[config.mk]
export PLATFORM = sky130hd
export DESIGN_NAME = hdlc_receive_core
export DESIGN_NICKNAME = d
export VERILOG_FILES = /design/src/rtl/hdlc_receive_core.sv
export SDC_FILE = /design/constraint.sdc
export NUM_CORES = 1
export LEC_CHECK = 0
export ABC_AREA = 1
export BUFFER_PORTS_ARGS = -buffer_cell sky130_fd_sc_hd__buf_2
export CAP_MARGIN = 20
export CORE_MARGIN = 2
export CORE_UTILIZATION = 25
export DETAILED_ROUTE_END_ITERATION = 16
export GPL_TIMING_DRIVEN = 1
export MAX_ROUTING_LAYER = met4
export SETUP_SLACK_MARGIN = 0.02
export SYNTH_ARGS = -nofsm -noshare
export SYNTH_HDL_FRONTEND = slang
export SYNTH_SLANG_ARGS = --single-unit
[constraint.sdc]
create_clock -name Clk -period 2 [get_ports Clk]
set_input_delay 0.4 -clock Clk [delete_from_list [all_inputs] [get_ports Clk]]
set_output_delay 0.4 -clock Clk [all_outputs]
set_load 0.05 [all_outputs]
[src/rtl/hdlc_receive_core.sv]
// HDLC receiver: flag hunt, zero destuffing, LSB-first octet assembly,
// CRC-16/CCITT FCS check and a 2-octet delay line that strips the FCS.
module hdlc_receive_core #(
   parameter int unsigned MIN_BYTES   = 4,
   parameter logic [15:0] CRC_INIT    = 16'hFFFF,
   parameter logic [15:0] CRC_RESIDUE = 16'h1D0F
) (
   input  logic       Clk,
   input  logic       Rstn,
   input  logic       SRX,
   input  logic       RxEnable,
   output logic [7:0] RxData,
   output logic       RxValid,
   output logic       RxSOF,
   output logic       RxEOF,
   output logic       RxFcsOk,
   output logic       RxFcsErr,
   output logic       RxAbort,
   output logic       RxBusy,
   output logic       RxFlag
);

   typedef enum logic [1:0] {
      HUNT,
      SYNC,
      DATA
   } state_t;

   state_t      state_q, state_n;
   logic [7:0]  win_q, win_n;
   logic [2:0]  ones_q, ones_n;
   logic [2:0]  sones_q, sones_n;
   logic [3:0]  skip_q, skip_n;
   logic [7:0]  oct_q, oct_n;
   logic [2:0]  bitc_q, bitc_n;
   logic [15:0] crc_q, crc_n;
   logic [7:0]  bytes_q, bytes_n;
   logic [7:0]  p0_q, p0_n;
   logic [7:0]  p1_q, p1_n;
   logic [1:0]  pcnt_q, pcnt_n;
   logic        arm_q, arm_n;
   logic [7:0]  data_q, data_n;
   logic        valid_q, valid_n;
   logic        sofo_q, sofo_n;
   logic        eof_q, eof_n;
   logic        ok_q, ok_n;
   logic        err_q, err_n;
   logic        abort_q, abort_n;
   logic        flago_q, flago_n;

   logic [7:0]  win_sh;
   logic        flag_hit;
   logic        ab_hit;
   logic        dvalid;
   logic        dbit;
   logic        take;
   logic        done;
   logic [7:0]  oct_up;
   logic [15:0] crc_up;

   function automatic logic [15:0] crc_step(
      input logic [15:0] c,
      input logic        b
   );
      logic fb;
      fb = c[15] ^ b;
      return {c[14:0], 1'b0} ^ (fb ? 16'h1021 : 16'h0000);
   endfunction

   assign win_sh   = {SRX, win_q[7:1]};
   assign flag_hit = (win_sh == 8'h7E);
   assign ab_hit   = SRX && (ones_q == 3'd6);
   assign dvalid   = (skip_q == 4'd0);
   assign dbit     = win_q[0];
   // a zero after exactly five ones is a stuffed bit
   assign take     = dvalid && !(!dbit && sones_q == 3'd5);
   assign done     = (bitc_q == 3'd7);
   assign oct_up   = {dbit, oct_q[7:1]};
   assign crc_up   = crc_step(crc_q, dbit);

   always_ff @(posedge Clk) begin
      if (!Rstn) begin
         state_q <= HUNT;
         win_q   <= 8'hFF;
         ones_q  <= 3'd0;
         sones_q <= 3'd0;
         skip_q  <= 4'd0;
         oct_q   <= 8'h00;
         bitc_q  <= 3'd0;
         crc_q   <= CRC_INIT;
         bytes_q <= 8'h00;
         p0_q    <= 8'h00;
         p1_q    <= 8'h00;
         pcnt_q  <= 2'd0;
         arm_q   <= 1'b1;
         data_q  <= 8'h00;
         valid_q <= 1'b0;
         sofo_q  <= 1'b0;
         eof_q   <= 1'b0;
         ok_q    <= 1'b0;
         err_q   <= 1'b0;
         abort_q <= 1'b0;
         flago_q <= 1'b0;
      end else begin
         state_q <= state_n;
         win_q   <= win_n;
         ones_q  <= ones_n;
         sones_q <= sones_n;
         skip_q  <= skip_n;
         oct_q   <= oct_n;
         bitc_q  <= bitc_n;
         crc_q   <= crc_n;
         bytes_q <= bytes_n;
         p0_q    <= p0_n;
         p1_q    <= p1_n;
         pcnt_q  <= pcnt_n;
         arm_q   <= arm_n;
         data_q  <= data_n;
         valid_q <= valid_n;
         sofo_q  <= sofo_n;
         eof_q   <= eof_n;
         ok_q    <= ok_n;
         err_q   <= err_n;
         abort_q <= abort_n;
         flago_q <= flago_n;
      end
   end

   always_comb begin
      state_n = state_q;
      win_n   = win_q;
      ones_n  = ones_q;
      sones_n = sones_q;
      skip_n  = skip_q;
      oct_n   = oct_q;
      bitc_n  = bitc_q;
      crc_n   = crc_q;
      bytes_n = bytes_q;
      p0_n    = p0_q;
      p1_n    = p1_q;
      pcnt_n  = pcnt_q;
      arm_n   = arm_q;
      data_n  = data_q;
      valid_n = 1'b0;
      sofo_n  = 1'b0;
      eof_n   = 1'b0;
      ok_n    = 1'b0;
      err_n   = 1'b0;
      abort_n = 1'b0;
      flago_n = 1'b0;
      if (RxEnable) begin
         win_n   = win_sh;
         flago_n = flag_hit;
         if (!SRX)
            ones_n = 3'd0;
         else if (ones_q != 3'd7)
            ones_n = ones_q + 3'd1;
         // the flag's own bits drain out of the window unprocessed
         if (flag_hit)
            skip_n = 4'd8;
         else if (!dvalid)
            skip_n = skip_q - 4'd1;
         if (!dvalid || !dbit)
            sones_n = 3'd0;
         else if (sones_q != 3'd7)
            sones_n = sones_q + 3'd1;
         if (state_q != HUNT && take && !ab_hit &&
             !(state_q == SYNC && flag_hit)) begin
            oct_n  = oct_up;
            bitc_n = bitc_q + 3'd1;
            crc_n  = crc_up;
            if (state_q == SYNC)
               state_n = DATA;
            if (done) begin
               if (bytes_q != 8'hFF)
                  bytes_n = bytes_q + 8'd1;
               if (pcnt_q == 2'd2) begin
                  valid_n = 1'b1;
                  data_n  = p0_q;
                  sofo_n  = arm_q;
                  arm_n   = 1'b0;
                  p0_n    = p1_q;
                  p1_n    = oct_up;
               end else if (pcnt_q == 2'd1) begin
                  p1_n   = oct_up;
                  pcnt_n = 2'd2;
               end else begin
                  p0_n   = oct_up;
                  pcnt_n = 2'd1;
               end
            end
         end
         unique case (state_q)
            HUNT: begin
               if (flag_hit)
                  state_n = SYNC;
            end
            SYNC: begin
               if (ab_hit)
                  state_n = HUNT;
               else if (flag_hit)
                  state_n = SYNC;
            end
            DATA: begin
               if (ab_hit) begin
                  state_n = HUNT;
                  eof_n   = 1'b1;
                  abort_n = 1'b1;
               end else if (flag_hit) begin
                  state_n = SYNC;
                  eof_n   = 1'b1;
                  ok_n    = (bitc_n == 3'd0) &&
                            (32'(bytes_n) >= MIN_BYTES) &&
                            (crc_n == CRC_RESIDUE);
                  err_n   = !ok_n;
               end
            end
            default: state_n = HUNT;
         endcase
         if (state_n != DATA) begin
            crc_n   = CRC_INIT;
            bitc_n  = 3'd0;
            bytes_n = 8'h00;
            pcnt_n  = 2'd0;
            arm_n   = 1'b1;
         end
      end
   end

   assign RxData   = data_q;
   assign RxValid  = valid_q;
   assign RxSOF    = sofo_q;
   assign RxEOF    = eof_q;
   assign RxFcsOk  = ok_q;
   assign RxFcsErr = err_q;
   assign RxAbort  = abort_q;
   assign RxFlag   = flago_q;
   assign RxBusy   = (state_q == DATA);

endmodule

# [Word level (Yosys, flattened, before mapping)]
# Cells that the tools add are included.
# W data, S select, Z words.
[totals] in_bits=4 reg_bits=89 elab_cells=131
[classes] muxes=41 add_sub_neg=5 eq_ne=17 magnitude_cmp=1 bitwise_logic=6 n_reduce_logical=40
[ops] op="$mux W8" count=9
[ops] op="$mux W16" count=3
[ops] op="$reduce_and A4 Y1" count=6
[ops] op="$mux W3" count=7
[ops] op="$mux W2" count=10
[ops] op="$eq A16 B13 Y1 const B" count=1
[ops] op="$xor A16 B13 Y16" count=1
[ops] op="$mux W13" count=1
[ops] op="$reduce_bool A2 Y1" count=6
[ops] op="$reduce_and A2 Y1" count=5
[ops] op="$add A3 B1 Y3 const B" count=3
[ops] op="$eq A3 B3 Y1 const B" count=3
[ops] op="$logic_and A1 B1 Y1" count=9
[ops] op="$add A8 B1 Y8 const B" count=1
[ops] op="$eq A8 B7 Y1 const B" count=1
[ops] op="$ge A8 B3 Y1 const B" count=1
[ops] op="$mux W1" count=8
[ops] op="$mux W4" count=2
[ops] op="$ne A8 B8 Y1 const B" count=1
[ops] op="$logic_not A1 Y1" count=6
[ops] op="$ne A2 B2 Y1 const B" count=3
[ops] op="$ne A3 B3 Y1 const B" count=2
[ops] op="$reduce_and A5 Y1" count=1
[ops] op="$reduce_or A5 Y1" count=1
[ops] op="13 further kinds" count=19

# [Depth between registers and ports, before layout]
# Gate-level depths: netlist (run 1).
[depth] depth_word=15 depth_mapped=16

# [Worst setup path before layout (run 1)]
# Ideal clock, no wire load.
[synth_path] kind="reg2reg" from="register state_q[0]" to="register crc_q[12]" t_required_ns=1.866 arrival_ns=1.757 stages_incl_launch_ff=12 setup_time_ns=0.134 slack_ns=0.110 cell_sequence="dfxtp_1 > inv_1 > ha_1 > inv_1 > nand3_2 > nor2_4 > nor2_1 > o21ai_0 > nand4_1 > nand2_2 > buf_4 > o211ai_1"
[synth_between] elab_chain_cells=11 word_cells_on_any_way=20
[synth_rtl] item="start: declaration" line_no="29" text="state_t state_q, state_n;"
[synth_rtl] item="start signal: assignment" line_no="105" text="state_q <= state_n;"
[synth_rtl] item="$eq A2 B1 Y1 / $reduce_bool A2 Y1 (equally long branches)"
[synth_rtl] item="$logic_and A1 B1 Y1 (on tied branches)" line_no="168, 167"
[synth_rtl] item="$logic_not A1 Y1 / $logic_and A1 B1 Y1 (equally long branches)" line_no="168, 167"
[synth_rtl] item="$logic_and A1 B1 Y1" line_no="167" text="if (state_q != HUNT && take && !ab_hit &&"
[synth_rtl] item="$mux W2" line_no="167"
[synth_rtl] item="$mux W2" line_no="195, 201, 209"
[synth_rtl] item="$mux W2" line_no="199" text="if (ab_hit)"
[synth_rtl] item="$pmux W2 S2" line_no="193" text="unique case (state_q)"
[synth_rtl] item="$mux W2" line_no="151" text="if (RxEnable) begin"
[synth_rtl] item="$ne A2 B2 Y1" line_no="220" text="if (state_n != DATA) begin"
[synth_rtl] item="$mux W16 (*)" line_no="220"
[synth_rtl] item="end signal: assignment" line_no="112" text="crc_q <= crc_n;"
[synth_rtl] item="end: declaration" line_no="36" text="logic [15:0] crc_q, crc_n;"
# Mark *: on every way between the ends. The rest lies on a longest branch, timed or not. The select of a mux whose other input is x is not followed.
# A chain may end at the register's enable or synchronous reset.

# [Final worst setup path (run 1)]
[layout_path] from="register state_q[1]" to="register ok_q (netlist: RxFcsOk)"
[layout_between] elab_chain_cells=9 word_cells_on_any_way=21
[layout_rtl] item="$eq A2 B1 Y1 / $reduce_bool A2 Y1 (equally long branches)" line_no="168, 167"
[layout_rtl] item="$logic_and A1 B1 Y1 (on tied branches)" line_no="168, 167"
[layout_rtl] item="$logic_not A1 Y1 / $logic_and A1 B1 Y1 (equally long branches)" line_no="168, 167"
[layout_rtl] item="$logic_and A1 B1 Y1" line_no="167"
[layout_rtl] item="$mux W8 / $mux W3 (equally long branches)" line_no="167"
[layout_rtl] item="$mux W8 / $mux W3 (equally long branches)" line_no="151"
[layout_rtl] item="$ge A8 B3 Y1 / $logic_not A3 Y1 (equally long branches)" line_no="213, 212"
[layout_rtl] item="$logic_and A1 B1 Y1" line_no="212" text="ok_n = (bitc_n == 3'd0) &&"
[layout_rtl] item="$logic_and A1 B1 Y1" line_no="213" text="(32'(bytes_n) >= MIN_BYTES) &&"
[layout_rtl] item="end signal: assignment" line_no="122" text="ok_q <= ok_n;"
[layout_rtl] item="end: declaration" line_no="46" text="logic ok_q, ok_n;"
# Several ways; a longest one is shown, not always the timed one. The select of a mux whose other input is x is not followed.

==> summary.txt, run 1 <==
Place
  • Placed Area: 0.00485 mm²
  • PortBufs: 19
  • Hpwl dp: 6890 µm
  • GPL Wtd Cong: 0.815

Worst setup path
  • Critical-path top delay cell: dfxtp_2
  • WP data arrival: 2.25 ns
  • Slowest stage delay, CP: 0.34 ns
  • Crit-path most repeated cell: nand2_1
  • Worst EP required: 2.28 ns
  • Critical-path cell list: inv_2, ha_4, inv_4, nand3_4, nor2_4, nand2_8, clkbuf_16, o21ai_2, nand2_1, nor2_1, nand2_1, nor2_4, nand2_1, nor2_1
  • CP Capture Type: flop
  • Crit Path Max Fanout: 5
  • WS Path Type: reg2reg
  • Startpoint types: flop

Final layout
  • Fin nets: 678
  • Share of post-route cells with drive strength above 1: 0.212
  • Multi-input gate area: 0.00239 mm²
  • Fillers: 1805
  • Design area: 0.00557 mm²
  • Commonest non-fill, non-tap cell in the layout: nand2_1
  • Diode count: 0
  • Commonest cells after routing, fill and taps aside: nand2_1, dfxtp_1, inv_1
  • Synth-to-layout area growth: 28.8%
  • Sequential Area: 0.00177 mm²

Routing
  • Drt drc: 0
  • WL/cell: 12.0 µm
  • Vias per cell: 4.50
  • Vias: 3987
  • DRT Wirelength: 10700 µm
  • DRT antenna net count: 0
  • Iteration-0 DRC count of the detailed router: 238
  • Pre-Repair DR Iteration Count: 4

Power and ir drop
  • Cell leakage power: 0.00232 µW
  • Max VDD drop: 0.408 mV
  • Pwr/cell area: 960 mW/mm²

Clock network
  • Worst-Skew Late Latency: 0.35 ns
  • Root buf cell: clkbuf_16
  • CTS tree: built
  • Clk slew on worst S/H paths: 0.07 ns
  • TritonCTS Buffers: 9
  • H-tree depth: 3
  • Total clock sinks: 88
  • Hold_buf cts: 0
  • Longest Clk Path Bufs: 2

GRT
  • First-pass GRT wire length: 17200 µm
  • Largest net degree at the start of global routing: 36
  • Vias in the first global route: 3545
  • Global-route usage over all layers: 0.122
  • Initial antenna violation count: 0
  • Total grt overflow: 0

STA
  • Unrepaired setup endpoints after global routing: true
  • Setup TNS: 0 ns
  • Endpoints failing hold: 0
  • Max Clock Skew: 0.00800 ns
  • Worst slew pin tran: 0.676 ns
  • Period utilization: 0.982
  • Post-layout minimum cycle time: 1.96 ns
  • Max Fclk: 0.509 GHz
  • Setup Viol. Count Final: 0
  • Max-slew headroom: 0.550
  • Final Max Tran Viols: 0

Die
  • Die ar.: 0.0184 mm²
  • Initial Util: 0.253
  • Die Span Y: 136 µm
  • CORE AREA: 0.0171 mm²
  • IO Count: 20
  • # rows: 48
  • Die X: 136 µm

Yosys
  • Seq cells post-synth: 88
  • XOR/XNOR share of the synthesized area: 0.00405
  • EDFF count, synth: 0
  • Synth top area cells: dfxtp_1, nand2_1, nand3_1
  • Yosys top cell area share: 0.407
  • Synth area leader: dfxtp_1
  • Register area share after synthesis: 0.407
  • Yosys cell types: 34
  • Post-synthesis net count: 629
  • Syn avg cell area: 7.12 µm²
  • Synthesized area: 0.00432 mm²
  • Compound-Gate Fraction of Synth Area: 0.169
  • Post-Synth Simple-Gate Area: 0.273
  • Mux share of post-synthesis cell area: 0
  • Synth Area in Adders: 0.0521
  • Synth Warn #: 0
  • Syn Inst Count: 607
  • Synth async-reset ratio: 0
  • Largest family of logic cells by synthesized area: simple AND/OR/NAND/NOR gates
  • Main flop type after synthesis: dfxtp_1

Hold path
  • Worst Hold Class: in2reg

Run status
  • Status: finished, final reports clean

Run
  • Max-Cap Viols: 0
==> final timing paths <==
kind	endpoint	from	cells after the start	slack, ns
worst max-delay path	RxFcsOk	state_q[1]	14	0.04
worst min-delay path	win_q[7]	SRX	3	0.34
worst max register to register	RxFcsOk	state_q[1]	14	0.04
worst min register to register	RxData[3]	RxData[3]	2	0.44
==> cells by family (layout without fill, tap and decap cells) <==
family                   Yosys count  in the layout
AND/OR/NAND/NOR                  269            271
AO/OA/AOI/OAI                    131            131
buffers and inverters             99            151
flip-flops                        88             88
adder cells (fa/ha/maj)           18             18
XOR/XNOR                           2              2
==> Yosys cell counts, types with 7 or more instances <==
library cell    n
a21oi_1        51
o211ai_1        8
a211oi_1       18
ha_1           18
o21ai_1         8
nand2_1       147
dfxtp_1        88
o21ai_0        43
nor2_1         41
nand3_1        54
clkbuf_1       15
inv_1          65
nand4_1         7
==> flip-flops by register name (all words and copies together), names as in the netlist, 2 cells and up <==
signal and cells:
RxData 8, bitc_q 3, bytes_q 8, crc_q 16, oct_q 7, ones_q 3
p0_q 8, p1_q 8, pcnt_q 2, skip_q 4, sones_q 3, state_q 2
win_q 8
==> per-layer routing <==
layer / global-route usage / vias up / share of wire
met5: - / - / 0
met4: 0.0457 / 0 / 0.011
met3: 0.0284 / 6 / 0.033
met2: 0.192 / 64 / 0.47
met1: 0.152 / 1816 / 0.48
li1: - / 2101 / -
==> power by group <==
part / internal (µW) / leakage (µW) / switching, µW
clock: 1020 / 0.000154 / 743
combinational: 697 / 0.00145 / 926
sequential: 1870 / 0.000717 / 85.8
==> area by class of cell <==
class / count / area share
Multi-Input combinational cell: 422 / 0.429
Sequential cell: 88 / 0.317
Timing Repair Buffer: 66 / 0.0989
Tap cell: 225 / 0.0506
Inverter: 69 / 0.0483
Clock buffer: 10 / 0.0429
Clock inverter: 6 / 0.0133
==> per-stage QoR <==
step	setup WS, ns	power (µW)	hold slack (ns)	utilization	std cells
finish	0.0354	5340	0.335	0.325	886
global route	-0.0938	5660	0.361	0.325	886
CTS	0.0174	5020	0.330	0.303	872
detailed placement	-0.0185	3230	0.433	0.283	856
global placement	-0.0115	3230	0.429	0.283	856
floorplan	0.110	2870	0.431	-	607
==> worst max-delay path: cells and delay by family, from the launching register on <==
kind,cells,cell delay (ns)
AO/OA/AOI/OAI,1,0.12
adder cells (fa/ha/maj),1,0.15
buffers and inverters,3,0.28
flip-flops,1,0.34
AND/OR/NAND/NOR,9,0.99
==> repair_timing <==
action | in CTS | in global routing
buffers inserted | 0 | 9
gates cloned | 0 | 5
setup endpoints to repair | 11 | 68
endpoints found under the hold margin | 0 | 0
resized for setup | 5 | 72
pin swaps | 2 | 17
No activity file was read; power rests on OpenSTA's default activity.
==> inputs of run 2 (changes only) <==
- CORE_UTILIZATION: 25 -> 30
- PLACE_DENSITY_LB_ADDON: not set -> 0.12
==> summary.txt, run 2 (same netlist as run 1, synthesis figures left out) <==
STA
  • Period utilization: 0.972 (was 0.982)
  • Unrepaired setup endpoints after global routing: true (unchanged)
  • Max Fclk: 0.514 GHz (was 0.509 GHz)
  • Endpoints failing hold: 0 (unchanged)
  • Worst slew pin tran: 0.821 ns (was 0.676 ns)
  • Setup TNS: 0 ns (unchanged)
  • Setup Viol. Count Final: 0 (unchanged)
  • Max-slew headroom: 0.452 (was 0.550)
  • Max Clock Skew: 0.00786 ns (was 0.00800 ns)
  • Post-layout minimum cycle time: 1.94 ns (was 1.96 ns)
  • Final Max Tran Viols: 0 (unchanged)

Die
  • CORE AREA: 0.0140 mm² (was 0.0171 mm²)
  • Initial Util: 0.309 (was 0.253)
  • IO Count: 20 (unchanged)
  • Die X: 124 µm (was 136 µm)
  • Die Span Y: 124 µm (was 136 µm)
  • # rows: 43 (was 48)
  • Die ar.: 0.0154 mm² (was 0.0184 mm²)

GRT
  • Initial antenna violation count: 0 (unchanged)
  • Total grt overflow: 0 (unchanged)
  • Vias in the first global route: 3823 (was 3545)
  • Global-route usage over all layers: 0.159 (was 0.122)
  • First-pass GRT wire length: 18400 µm (was 17200 µm)
  • Largest net degree at the start of global routing: 31 (was 36)

Place
  • GPL Wtd Cong: 0.842 (was 0.815)
  • PortBufs: 19 (unchanged)
  • Hpwl dp: 7750 µm (was 6890 µm)
  • Dpl cells: 815 (was 856)

Hold path
  • Hold endpoint: crc_q[3] (was win_q[7])
  • Hold path startpoint: Rstn (was SRX)
  • Worst Hold Class: in2reg (unchanged)
  • Worst Hold Depth: 2 (was 3)

Routing
  • DRT antenna net count: 0 (unchanged)
  • Vias: 4122 (was 3987)
  • Top Metal Used: met4 (unchanged)
  • WL/cell: 14.0 µm (was 12.0 µm)
  • M1 wire length: 5580 µm (was 5150 µm)
  • Metal2 WL: 5700 µm (was 5040 µm)
  • Vias per cell: 4.87 (was 4.50)
  • DRT Wirelength: 11800 µm (was 10700 µm)
  • Pre-Repair DR Iteration Count: 4 (unchanged)
  • Met3 wire length: 406 µm (was 348 µm)
  • Iteration-0 DRC count of the detailed router: 175 (was 238)
  • Drt drc: 0 (unchanged)

Clock network
  • Total clock sinks: 88 (unchanged)
  • CTS tree: built (unchanged)
  • Worst-Skew Late Latency: 0.35 ns (about the same)
  • Root buf cell: clkbuf_16 (unchanged)
  • Longest Clk Path Bufs: 2 (unchanged)
  • H-tree depth: 3 (unchanged)
  • Hold_buf cts: 0 (unchanged)
  • TritonCTS Buffers: 9 (unchanged)
  • Clk slew on worst S/H paths: 0.07 ns (about the same)

Final layout
  • Max FFs per register: 16 (unchanged)
  • Share of post-route cells with drive strength above 1: 0.228 (was 0.212)
  • Commonest non-fill, non-tap cell in the layout: nand2_1 (unchanged)
  • Diode count: 0 (unchanged)
  • Post-Layout Cell Count: 846 (was 886)
  • Commonest cells after routing, fill and taps aside: nand2_1, dfxtp_1, inv_1 (unchanged)
  • Synth-to-layout area growth: 29.3% (was 28.8%)
  • Largest register by flop count: crc_q (unchanged)
  • Fillers: 1470 (was 1805)
  • Fin nets: 683 (was 678)

Worst setup path
  • Critical-path top delay cell: dfxtp_2 (unchanged)
  • Slowest stage delay, CP: 0.34 ns (about the same)
  • Reg-to-reg slack, setup: 0.06 ns (was 0.04 ns)
  • CP Capture Type: flop (unchanged)
  • WS Path Type: reg2reg (unchanged)
  • Startpoint types: flop (unchanged)
  • Crit Path Max Fanout: 5 (unchanged)
  • WP data arrival: 2.22 ns (was 2.25 ns)
  • Worst EP required: 2.28 ns (about the same)
  • FF-to-FF End: RxFcsErr (was RxFcsOk)
  • Crit-path most repeated cell: nand2_1 (unchanged)
  • R2R depth: 14 (unchanged)
  • Critical-path cell list: inv_1, ha_1, nand3_2, nand2_2, nor2_4, buf_12, nand2_8, nor2_2, nand2_1, nand2_1, nand2_1, nor2_1, nand2_1, a21oi_1 (was inv_2, ha_4, inv_4, nand3_4, nor2_4, nand2_8, clkbuf_16, o21ai_2, nand2_1, nor2_1, nand2_1, nor2_4, nand2_1, nor2_1)
  • R2r startpoint: sones_q[1] (was state_q[1])

Power and ir drop
  • Cell leakage power: 0.00235 µW (was 0.00232 µW)
  • Max VDD drop: 0.647 mV (was 0.408 mV)
  • Pwr/cell area: 991 mW/mm² (was 960 mW/mm²)

Run
  • Max-Cap Viols: 0 (unchanged)

Run status
  • Status: finished, final reports clean (unchanged)
[run 2: worst max-delay path by stage]
stage,to,depth (start not counted),slack (ns),start
global placement,RxFcsOk,15,0.03,SRX
finish,RxFcsErr,14,0.06,sones_q[1]
detailed placement,oct_q[6],11,-0.02,state_q[0]
global route,RxFcsOk,15,-0.13,sones_q[1]
floorplan,crc_q[12],11,0.11,state_q[0]
CTS,RxFcsOk,14,0.02,ones_q[0]
[run 2: metal layers]
| layer | vias to the layer above | global-route usage |
|---|---|---|
| met5 | - | - |
| met4 | 0 | 0.0506 |
| met3 | 14 | 0.0389 |
| met2 | 51 | 0.257 |
| met1 | 1936 | 0.195 |
| li1 | 2121 | - |
[run 2: power breakdown]
group | total [µW] | switching (µW) | internal (µW) | leakage (µW)
registers | 1960 | 82.6 | 1870 | 0.000717
clock network | 1850 | 752 | 1100 | 0.000149
logic | 1730 | 974 | 758 | 0.00149
[run 2: per-stage QoR]
| step | power [µW] | worst slack [ns] | instance area [µm²] | hold slack, ns | utilization |
|---|---|---|---|---|---|
| after floorplan | 2870 | 0.110 | 4320 | 0.431 | - |
| after global placement | 3260 | 0.0261 | 4840 | 0.432 | 0.346 |
| after detailed placement | 3270 | -0.0206 | 4840 | 0.432 | 0.346 |
| after CTS | 5190 | 0.0170 | 5190 | 0.302 | 0.371 |
| after global routing | 5860 | -0.131 | 5590 | 0.317 | 0.400 |
| final | 5540 | 0.0559 | 5590 | 0.312 | 0.400 |
[run 2: area by class of cell]
type                            count  area, µm²  area share
Timing Repair Buffer               71        631       0.113
Multi-Input combinational cell    422       2380       0.426
Inverter                           69        264      0.0472
Tap cell                          180        225      0.0403
Clock buffer                       10        229      0.0409
Sequential cell                    88       1770       0.316
Clock inverter                      6       92.6      0.0166
[run 2: worst max-delay path, delay by kind of cell, from the launching register on]
family | cells | cell delay [ns]
buffers and inverters | 2 | 0.19
adders and majority gates | 1 | 0.18
and+or+nand+nor | 10 | 0.98
AOI/OAI and AO/OA | 1 | 0.18
DFF | 1 | 0.34
[run 2: repair_timing]
| item | CTS | global route |
|---|---|---|
| pin swaps | 2 | 17 |
| gates resized for setup | 8 | 77 |
| buffers inserted | 1 | 9 |
| setup endpoints to repair | 21 | 65 |
| gates cloned | 0 | 5 |
